`config.mk`:
```
export PLATFORM = sky130hd
export DESIGN_NAME = mem_block_copier
export DESIGN_NICKNAME = d
export VERILOG_FILES = /design/src/rtl/mem_copy_pkg.sv /design/src/rtl/copy_addr_gen.sv /design/src/rtl/mem_block_copier.sv
export SDC_FILE = /design/constraint.sdc
export NUM_CORES = 1
export LEC_CHECK = 0
export ABC_AREA = 1
export CAP_MARGIN = 20
export CELL_PAD_IN_SITES_DETAIL_PLACEMENT = 0
export CELL_PAD_IN_SITES_GLOBAL_PLACEMENT = 2
export CORE_MARGIN = 3
export CORE_UTILIZATION = 31
export DETAILED_ROUTE_END_ITERATION = 10
export GPL_TIMING_DRIVEN = 0
export PLACE_DENSITY = 0.87
export SYNTH_ARGS = -nofsm -noshare
export SYNTH_HDL_FRONTEND = slang
export SYNTH_SLANG_ARGS = --single-unit
export TNS_END_PERCENT = 50
```
`constraint.sdc`:
```
create_clock -name CLK -period 4.7 [get_ports CLK]
set_input_delay 1.175 -clock CLK [delete_from_list [all_inputs] [get_ports CLK]]
set_output_delay 1.175 -clock CLK [all_outputs]
set_load 0.005 [all_outputs]
```
`src/rtl/mem_copy_pkg.sv`:
```
// rtl/mem_copy_pkg.sv - shared state encoding and default sizes for the block copier
package mem_copy_pkg;

    typedef enum logic [1:0] {
        S_IDLE = 2'd0,
        S_RD   = 2'd1,
        S_WR   = 2'd2,
        S_DONE = 2'd3
    } copy_state_e;

    localparam int DEFAULT_DEPTH = 100;
    localparam int DEFAULT_LEN_W = 8;

endpackage

```
`src/rtl/copy_addr_gen.sv`:
```
// rtl/copy_addr_gen.sv - source/destination pointers, remaining count and copy direction
module copy_addr_gen
    import mem_copy_pkg::*;
#(
    parameter int LEN_W = DEFAULT_LEN_W
) (
    input  logic             clk,
    input  logic             rst,
    input  logic             load_i,
    input  logic             step_i,
    input  logic [31:0]      src_i,
    input  logic [31:0]      dst_i,
    input  logic [LEN_W-1:0] len_i,
    output logic [31:0]      src_ptr_o,
    output logic [31:0]      dst_ptr_o,
    output logic             last_o
);

    logic [31:0]      src_q, src_d;
    logic [31:0]      dst_q, dst_d;
    logic [LEN_W-1:0] cnt_q, cnt_d;
    logic             desc_q, desc_d;

    logic [32:0] src_end;
    logic [31:0] len_ext;
    logic        desc_now;

    // A destination that starts inside the source window would overwrite
    // unread source words on an ascending walk, so such copies run top-down.
    assign len_ext  = 32'(len_i);
    assign src_end  = {1'b0, src_i} + 33'(len_i);
    assign desc_now = (dst_i > src_i) && ({1'b0, dst_i} < src_end);

    // Load start pointers on accept; step once per written word.
    always_comb begin
        src_d  = src_q;
        dst_d  = dst_q;
        cnt_d  = cnt_q;
        desc_d = desc_q;
        if (load_i) begin
            desc_d = desc_now;
            cnt_d  = len_i;
            src_d  = desc_now ? (src_i + len_ext - 32'd1) : src_i;
            dst_d  = desc_now ? (dst_i + len_ext - 32'd1) : dst_i;
        end else if (step_i) begin
            cnt_d = cnt_q - LEN_W'(1);
            src_d = desc_q ? (src_q - 32'd1) : (src_q + 32'd1);
            dst_d = desc_q ? (dst_q - 32'd1) : (dst_q + 32'd1);
        end
    end

    // Pointer and count registers.
    always_ff @(posedge clk or posedge rst) begin
        if (rst) begin
            src_q  <= '0;
            dst_q  <= '0;
            cnt_q  <= '0;
            desc_q <= 1'b0;
        end else begin
            src_q  <= src_d;
            dst_q  <= dst_d;
            cnt_q  <= cnt_d;
            desc_q <= desc_d;
        end
    end

    assign src_ptr_o = src_q;
    assign dst_ptr_o = dst_q;
    assign last_o    = (cnt_q == LEN_W'(1));

endmodule

```
`src/rtl/mem_block_copier.sv`:
```
// rtl/mem_block_copier.sv - memmove-style word copy engine on the data-memory port (optional COPY_CHECKSUM_EN)
module mem_block_copier
    import mem_copy_pkg::*;
#(
    parameter int DEPTH = DEFAULT_DEPTH,
    parameter int LEN_W = DEFAULT_LEN_W
) (
    input  logic             CLK,
    input  logic             rst,
    input  logic             start,
    input  logic [31:0]      src,
    input  logic [31:0]      dst,
    input  logic [LEN_W-1:0] len,
    input  logic [31:0]      RD,
    output logic [31:0]      A,
    output logic [31:0]      WD,
    output logic             WE,
    output logic             mem_req,
    output logic             busy,
    output logic             done,
    output logic             err,
    output logic [31:0]      checksum
);

    copy_state_e state_q, state_d;
    logic        err_q, err_d;
    logic [31:0] data_q, data_d;

    logic        load, step, last;
    logic [31:0] src_ptr, dst_ptr;
    logic [32:0] src_sum, dst_sum;
    logic        oob;

    // 33-bit sums so an address near 2^32 cannot wrap past the bound.
    assign src_sum = {1'b0, src} + 33'(len);
    assign dst_sum = {1'b0, dst} + 33'(len);
    assign oob     = (src_sum > 33'(DEPTH)) || (dst_sum > 33'(DEPTH));

    copy_addr_gen #(.LEN_W(LEN_W)) u_addr_gen (
        .clk       (CLK),
        .rst       (rst),
        .load_i    (load),
        .step_i    (step),
        .src_i     (src),
        .dst_i     (dst),
        .len_i     (len),
        .src_ptr_o (src_ptr),
        .dst_ptr_o (dst_ptr),
        .last_o    (last)
    );

    // Next state and port drive; outputs depend on state only, so reset clears them at once.
    always_comb begin
        state_d = state_q;
        err_d   = err_q;
        load    = 1'b0;
        step    = 1'b0;
        A       = 32'd0;
        WD      = 32'd0;
        WE      = 1'b0;
        busy    = 1'b0;
        mem_req = 1'b0;
        done    = 1'b0;
        err     = 1'b0;
        case (state_q)
            S_IDLE: begin
                if (start) begin
                    if (oob) begin
                        state_d = S_DONE;
                        err_d   = 1'b1;
                    end else if (len == '0) begin
                        state_d = S_DONE;
                        err_d   = 1'b0;
                    end else begin
                        state_d = S_RD;
                        err_d   = 1'b0;
                        load    = 1'b1;
                    end
                end
            end
            S_RD: begin
                A       = src_ptr;
                busy    = 1'b1;
                mem_req = 1'b1;
                state_d = S_WR;
            end
            S_WR: begin
                A       = dst_ptr;
                WD      = data_q;
                WE      = 1'b1;
                busy    = 1'b1;
                mem_req = 1'b1;
                step    = 1'b1;
                state_d = last ? S_DONE : S_RD;
            end
            S_DONE: begin
                done    = 1'b1;
                err     = err_q;
                state_d = S_IDLE;
            end
            default: state_d = S_IDLE;
        endcase
    end

    // Capture the word being read so it can be written on the following cycle.
    always_comb begin
        data_d = data_q;
        if (state_q == S_RD) begin
            data_d = RD;
        end
    end

    // State, error flag and data register.
    always_ff @(posedge CLK or posedge rst) begin
        if (rst) begin
            state_q <= S_IDLE;
            err_q   <= 1'b0;
            data_q  <= 32'd0;
        end else begin
            state_q <= state_d;
            err_q   <= err_d;
            data_q  <= data_d;
        end
    end

`ifdef COPY_CHECKSUM_EN
    logic [31:0] sum_q, sum_d;
    logic        clr_sum;

    // Any request seen in IDLE restarts the sum, including rejected and empty ones.
    assign clr_sum = (state_q == S_IDLE) && start;

    // Accumulate each latched read word, wrapping mod 2^32.
    always_comb begin
        sum_d = sum_q;
        if (clr_sum) begin
            sum_d = 32'd0;
        end else if (state_q == S_RD) begin
            sum_d = sum_q + RD;
        end
    end

    // Checksum register.
    always_ff @(posedge CLK or posedge rst) begin
        if (rst) begin
            sum_q <= 32'd0;
        end else begin
            sum_q <= sum_d;
        end
    end

    assign checksum = sum_q;
`else
    assign checksum = 32'd0;
`endif

endmodule
```
* Word-level counts from Yosys, hierarchy flattened
Index checks and enable logic that the tools add are counted.
** Storage, ports and cells
- Output and inout port bits :: 101
- Register bits :: 108
- Input bits :: 107
- Memories kept :: 0
- Memory bits (writable) :: 0
- Bits in latches :: 0
- Memory bits (read-only) :: 0
** Cells by class
- Reduce and logical (&&, ||, !) cells :: 7
- Multiplexer cells :: 26
- Order comparisons :: 4
- $mul :: 0
- Shift operators :: 0
- Eq/ne operators :: 5
- Add/subtract/negate cells :: 11
- Bitwise gates (word level) :: 0
- Divide/modulo/power cells :: 0
** Operators by type and width (number)
- 2-to-1 mux 32 bit :: 9
- subtractor 32 x 1 -> 32 bit (second input constant) :: 4
- adder 32 x 8 -> 33 bit :: 2
- > comparator 33 x 7 -> 1 bit (second input constant) :: 2
- adder 32 x 1 -> 32 bit (second input constant) :: 2
- adder 32 x 8 -> 32 bit :: 2
- one-hot mux 32 bit (2 select lines) :: 1
- less-than comparator 32 x 33 -> 1 bit :: 1
- > comparator 32 bit :: 1
- 2-to-1 mux 8 bit :: 2
- 2-to-1 mux 1 bit :: 9
- == test 8 x 1 -> 1 bit (second input constant) :: 1
- logical NOT 8 bit :: 1
- 2-to-1 mux 2 bit :: 4
- one-hot mux 2 bit (4 select lines) :: 1
- subtractor 8 x 1 -> 8 bit (second input constant) :: 1
- == test 2 bit (second input constant) :: 2
- == test 2 x 1 -> 1 bit (second input constant) :: 1
- logical NOT 2 bit :: 1
- != test 2 bit (second input constant) :: 1
- AND reduction 2 bit :: 1
- nonzero test 2 bit :: 1
- OR reduction 2 bit :: 1
- logical AND 1 bit :: 1
- logical OR 1 bit :: 1

* Logic depth before layout (Yosys ltp)
- Word-level depth :: 7
- Depth in mapped cells :: 32

* Hierarchy
A second synthesis with hierarchy kept.
** Second synthesis, totals
- Cells, all modules :: 3328
- Area total of the unflattened synthesis :: 19636.3 µm²
** By module, submodules not included
- copy_addr_gen :: times used 1, area an instance 14386.3 µm², cells each 2351, seq. area each 1826.8 µm²
- mem_block_copier :: times used 1, area an instance 5250.0 µm², cells each 977, seq. area each 875.8 µm²

* Least setup slack after synthesis
OpenSTA, ideal clock, no wires.
- Path type :: input -> register
- From :: in src[0]
- To :: reg u_addr_gen.dst_q[10] (netlist: u_addr_gen.dst_ptr_o[10])
- Library setup time :: 125 ps
- Data required time :: 4575 ps
- Cell stages on the path :: 27
- Arrival time :: 4194 ps
- Path slack :: 382 ps
- Path buffers :: 3
- Path through :: ha_1 > fa_1 > nand2_1 > nand2_1 > nand3_1 > nand2_1 > buf_4 > nand3_1 > nand2_1 > ha_1 > nand2_1 > nor2_1 > nand3_1 > nor2_1 > nor2_1 > nand3_1 > nand2_1 > nand2_1 > nand2_1 > nand2_1 > nand2_1 > nand2_2 > buf_2 > clkbuf_1 > o21ai_0 > nand2_1 > nand3_1
** Between the ends
- Cells in the longest elaborated chain, start to end :: 7
** RTL lines
- start, declared :: RTL line mem_block_copier.sv:11 : input logic [31:0] src,
- adder 32 x 8 -> 33 bit :: RTL line copy_addr_gen.sv:31, mem_block_copier.sv:35
- > comparator 33 x 7 -> 1 bit :: RTL line mem_block_copier.sv:37 : assign oob = (src_sum > 33'(DEPTH)) || (dst_sum > 33'(DEPTH));
- logical OR 1 bit :: RTL line mem_block_copier.sv:37
- 2-to-1 mux 1 bit :: RTL line mem_block_copier.sv:68 : if (oob) begin
- 2-to-1 mux 1 bit :: RTL line mem_block_copier.sv:67 : if (start) begin
- 2-to-1 mux 1 bit :: RTL line mem_block_copier.sv:65 : case (state_q)
- 2-to-1 mux 32 bit or nonzero test 2 bit (tied branches)
- end signal, assigned :: RTL line copy_addr_gen.sv:61 : dst_q <= dst_d;
- end, declared :: RTL line copy_addr_gen.sv:20 : logic [31:0] dst_q, dst_d;
Parallel ways exist; a longest one is shown, timed or not.
A chain may end at the register's enable or synchronous reset.

* Worst setup path in the final report
- From :: in src[10]
- To :: reg u_addr_gen.src_q[28] (netlist: u_addr_gen.src_ptr_o[28])
** Between the ends
- Cells in the longest elaborated chain, start to end :: 7
** RTL lines
- adder 32 x 8 -> 33 bit :: RTL line copy_addr_gen.sv:31, mem_block_copier.sv:35
- > comparator 33 x 7 -> 1 bit :: RTL line mem_block_copier.sv:37
- logical OR 1 bit :: RTL line mem_block_copier.sv:37
- 2-to-1 mux 1 bit :: RTL line mem_block_copier.sv:68
- 2-to-1 mux 1 bit :: RTL line mem_block_copier.sv:67
- 2-to-1 mux 1 bit :: RTL line mem_block_copier.sv:65
- 2-to-1 mux 32 bit or nonzero test 2 bit (tied branches)
- end signal, assigned :: RTL line copy_addr_gen.sv:60 : src_q <= src_d;
- end, declared :: RTL line copy_addr_gen.sv:19 : logic [31:0] src_q, src_d;
Parallel ways exist; a longest one is shown, timed or not.

==> run summary <==
outcome: complete, no violations
gr usage total: 25.2%
DR vias/cell: 5.19
CTS buffer count: 9
Critical Path Start: src[10]
Critical Path Start Type: input pin
worst skew pair latency: 0.38 ns
Pleak: 11.6 nW
final setup TNS: 0 ns
top_reg_cell synth: dfrtp_1
Placed Cells: 3972
sequential area share after synthesis: 14.8%
Clock Power Share: 13.4%
drt wl/cell: 20.5 µm
normalized max-slew margin: 36.3%
via count: 20736
Tightest Hold Check Type: flop to flop
crit path buf inv count: 4
crit path time final: 4.51 ns
CTS tree: done
CP Data Required Time: 4.96 ns
H-tree depth: 3
crit end category: flop
CP Max Fanout: 10
Clock Path Buffers: 2
clk root buf: clkbuf_16
CP peak stage delay: 0.35 ns
initial antenna violation count: 1
Peak Freq: 222 MHz
Max Cap Viol: 0
clock transition at the registers of the reported paths: 0.07 ns
mapped cell area: 18300 µm²
Final Hold Vio Count: 0
R2R Path End: u_addr_gen.dst_ptr_o[30]$_DFFE_PP0P_
number of synthesis warnings: 0
# IOs: 208
Yosys reg bits: 108
layout cells sized above 1: 6.90%
Core Util, Final: 38.1%
hpwl dp: 68.6 mm
vias in the first global route: 20176
diode count: 0
FFs w/ async S/R, synth: 100%
Pwr Density: 272 nW/µm²
total gr overflow: 0
R2R Path Start: u_addr_gen.desc_q$_DFFE_PP0P_
CTS sink count: 108
Non-Filler Instances: 3999
routed wire length: 81.8 mm
post-synth top area cell: nand2_1
gpl congestion: 0.958
Max VDD drop: 0.225 mV
Crit Path Class: input pin to flop
clock skew: 0.0107 ns
Syn Area/Cell: 6.11 µm²
crit-path most repeated cell: nand2_1
fin crit share: 96.0%
die span in y: 249 µm
Slew Limit Fails: 0
Cells after Synth: 2999
core area: 58000 µm²
pin count of the biggest net entering global routing: 73
Die X: 249 µm
Post-synth EDFFs: 0
WP data arrival: 4.77 ns
R2R setup slack: 0.49 ns
global-route wire length before repair: 121 mm
sequential power share: 24.7%
share of total power in combinational logic: 61.9%
Internal Pwr Total: 0.00299 W
# port buffers: 175
num rows: 88
Yosys top cell area share: 18.8%
fin nets: 3610
CP Capture Point: u_addr_gen.src_ptr_o[28]$_DFFE_PP0P_
Initial Util: 31.6%
library cells used by synthesis: 50
switching share of total power: 50.2%
post-route DRC violation count: 0
CP Cell Sequence: clkdlybuf4s15_1, ha_1, nand2_1, nor2_1, inv_1, nor2_4, nand3b_1, xor2_1, inv_1, ha_1, nand2_1, nor2_1, a211oi_1, nand2_1, nand2_4, nand2_8, clkbuf_16, o21ai_4, nand2_1, nand2_1, nand2_1
Reg2Reg Depth: 14
Die ar.: 62000 µm²
Area growth, synth to finish: 20.8%
CP max stage cell: clkdlybuf4s15_1
Iteration-0 DRC Markers: 1787
worst-margin pin slew: 0.956 ns
WP depth: 21
1st-pass router iterations: 6
Setup-failing EPs final: 0
Detail Route Antenna Nets: 0
synth top area cells: nand2_1 (19%), ha_1 (18%), dfrtp_1 (15%)
crit-path leading delay family: simple AND/OR/NAND/NOR gates
net switching power: 0.00302 W
==> power by group through the flow <==
stage	combinational, W	sequential [W]	clock [W]
after floorplan	0.00217	0.00139	0
after global placement	0.00351	0.00148	0
after detailed placement	0.00355	0.00150	0
after CTS	0.00365	0.00148	0.000829
after global routing	0.00410	0.00151	0.000856
final	0.00372	0.00148	0.000808
==> worst min-delay path by stage <==
| stage | slack (ns) | from | cells after the start | endpoint |
|---|---|---|---|---|
| finish | 0.47 | data_q[24]$_DFFE_PP0P_ | 2 | data_q[24]$_DFFE_PP0P_ |
| global route | 0.50 | data_q[26]$_DFFE_PP0P_ | 2 | data_q[26]$_DFFE_PP0P_ |
| CTS | 0.48 | data_q[4]$_DFFE_PP0P_ | 2 | data_q[4]$_DFFE_PP0P_ |
| detailed placement | 0.46 | data_q[22]$_DFFE_PP0P_ | 2 | data_q[22]$_DFFE_PP0P_ |
| global placement | 0.45 | data_q[3]$_DFFE_PP0P_ | 2 | data_q[3]$_DFFE_PP0P_ |
| floorplan | 0.44 | data_q[0]$_DFFE_PP0P_ | 2 | data_q[0]$_DFFE_PP0P_ |
==> kinds of logic (layout without fill, tap and decap cells) <==
group | after synthesis | after routing | synth area share (%)
buf+inv | 488 | 691 | 11.1
compound gates | 454 | 454 | 13.5
flops | 108 | 108 | 14.8
other cells | 1 | 32 | 0.0205
simple gates | 1547 | 1548 | 35.6
fa+ha+maj | 274 | 274 | 19.0
xor+xnor | 127 | 127 | 6.07
==> what timing repair did <==
| action | CTS | global route |
|---|---|---|
| pin swaps | 4 | 12 |
| gates cloned | 1 | 2 |
| setup endpoints to repair | 73 | 95 |
| hold buffers | 0 | 0 |
| hold endpoints to repair | 0 | 0 |
| setup buffers | 3 | 5 |
| resized for setup | 182 | 119 |
==> cells in the final DEF, fill, tap and decap left out, types with 9 or more instances in the layout <==
cell type and count:
o21ai_0 108, clkbuf_1 26, nand2_1 889, o21ai_2 20
inv_2 15, buf_2 11, nand4_1 57, nor4_1 13
inv_1 369, dlymetal6s2s_1 17, conb_1 32, xor2_1 78
o21ai_1 26, a21oi_1 218, dfrtp_1 107, a31oi_1 18
clkbuf_2 15, nor3_1 29, ha_1 258, nor2_1 198
xnor2_1 48, nand2_2 27, clkbuf_16 13, o21bai_1 9
buf_4 42, nand3_1 297, ha_4 9, buf_6 14
clkdlybuf4s50_1 132
==> area by class of cell <==
type / count / area [µm²]
sequential: 108 / 2700
fill: 6458 / 35900
clock inverter: 4 / 47.5
clock buffer: 12 / 256
buffer: 101 / 744
timing repair buffer: 187 / 1880
inverter: 387 / 1470
multi-input combinational: 2435 / 14100
tap: 765 / 957
==> through the flow <==
step	power, W	hold slack, ns	cell area [µm²]	setup slack (ns)
after CTS	0.00595	0.475	21900	0.0199
final	0.00601	0.474	22100	0.189
after global routing	0.00647	0.501	22100	-0.0132
after global placement	0.00500	0.453	21100	-2.10
after floorplan	0.00356	0.442	18400	0.382
after detailed placement	0.00504	0.459	21200	-2.07
==> Yosys cell counts (9+ instances only) <==
| library cell | n |
|---|---|
| xnor2_1 | 48 |
| o21bai_1 | 9 |
| inv_1 | 380 |
| nor2_1 | 201 |
| ha_1 | 268 |
| clkbuf_1 | 39 |
| nand3_1 | 300 |
| o21ai_1 | 11 |
| nand4_1 | 57 |
| nor4_1 | 13 |
| buf_2 | 12 |
| nand2_1 | 915 |
| a31oi_1 | 18 |
| a21boi_0 | 9 |
| xor2_1 | 79 |
| dfrtp_1 | 108 |
| a21oi_1 | 219 |
| o21ai_0 | 143 |
| buf_4 | 35 |
| nor3_1 | 30 |
==> worst register-to-register path, delay by kind of cell, from the launching register on <==
kind / cells / cell delay, ns
compound gates: 6 / 1.98
fa+ha+maj: 1 / 0.47
buf+inv: 1 / 0.22
flops: 1 / 0.85
simple gates: 6 / 0.57
==> per-layer routing <==
| layer | routed length, µm | global-route usage (%) | vias to the layer above |
|---|---|---|---|
| met4 | 2870 | 9.10 | 2 |
| met2 | 37900 | 43.0 | 695 |
| met3 | 5040 | 3.52 | 126 |
| met1 | 36000 | 32.4 | 9681 |
| met5 | 13 | 0 | - |
| li1 | - | - | 10232 |
==> registers in the layout, summed over array words and instances, names as in the netlist <==
register,flops
u_addr_gen.src_ptr_o,32
u_addr_gen.desc_q,1
err_q,1
u_addr_gen.cnt_q,8
u_addr_gen.dst_ptr_o,32
data_q,32
state_q,2
Power figures use the tool's default switching activity.
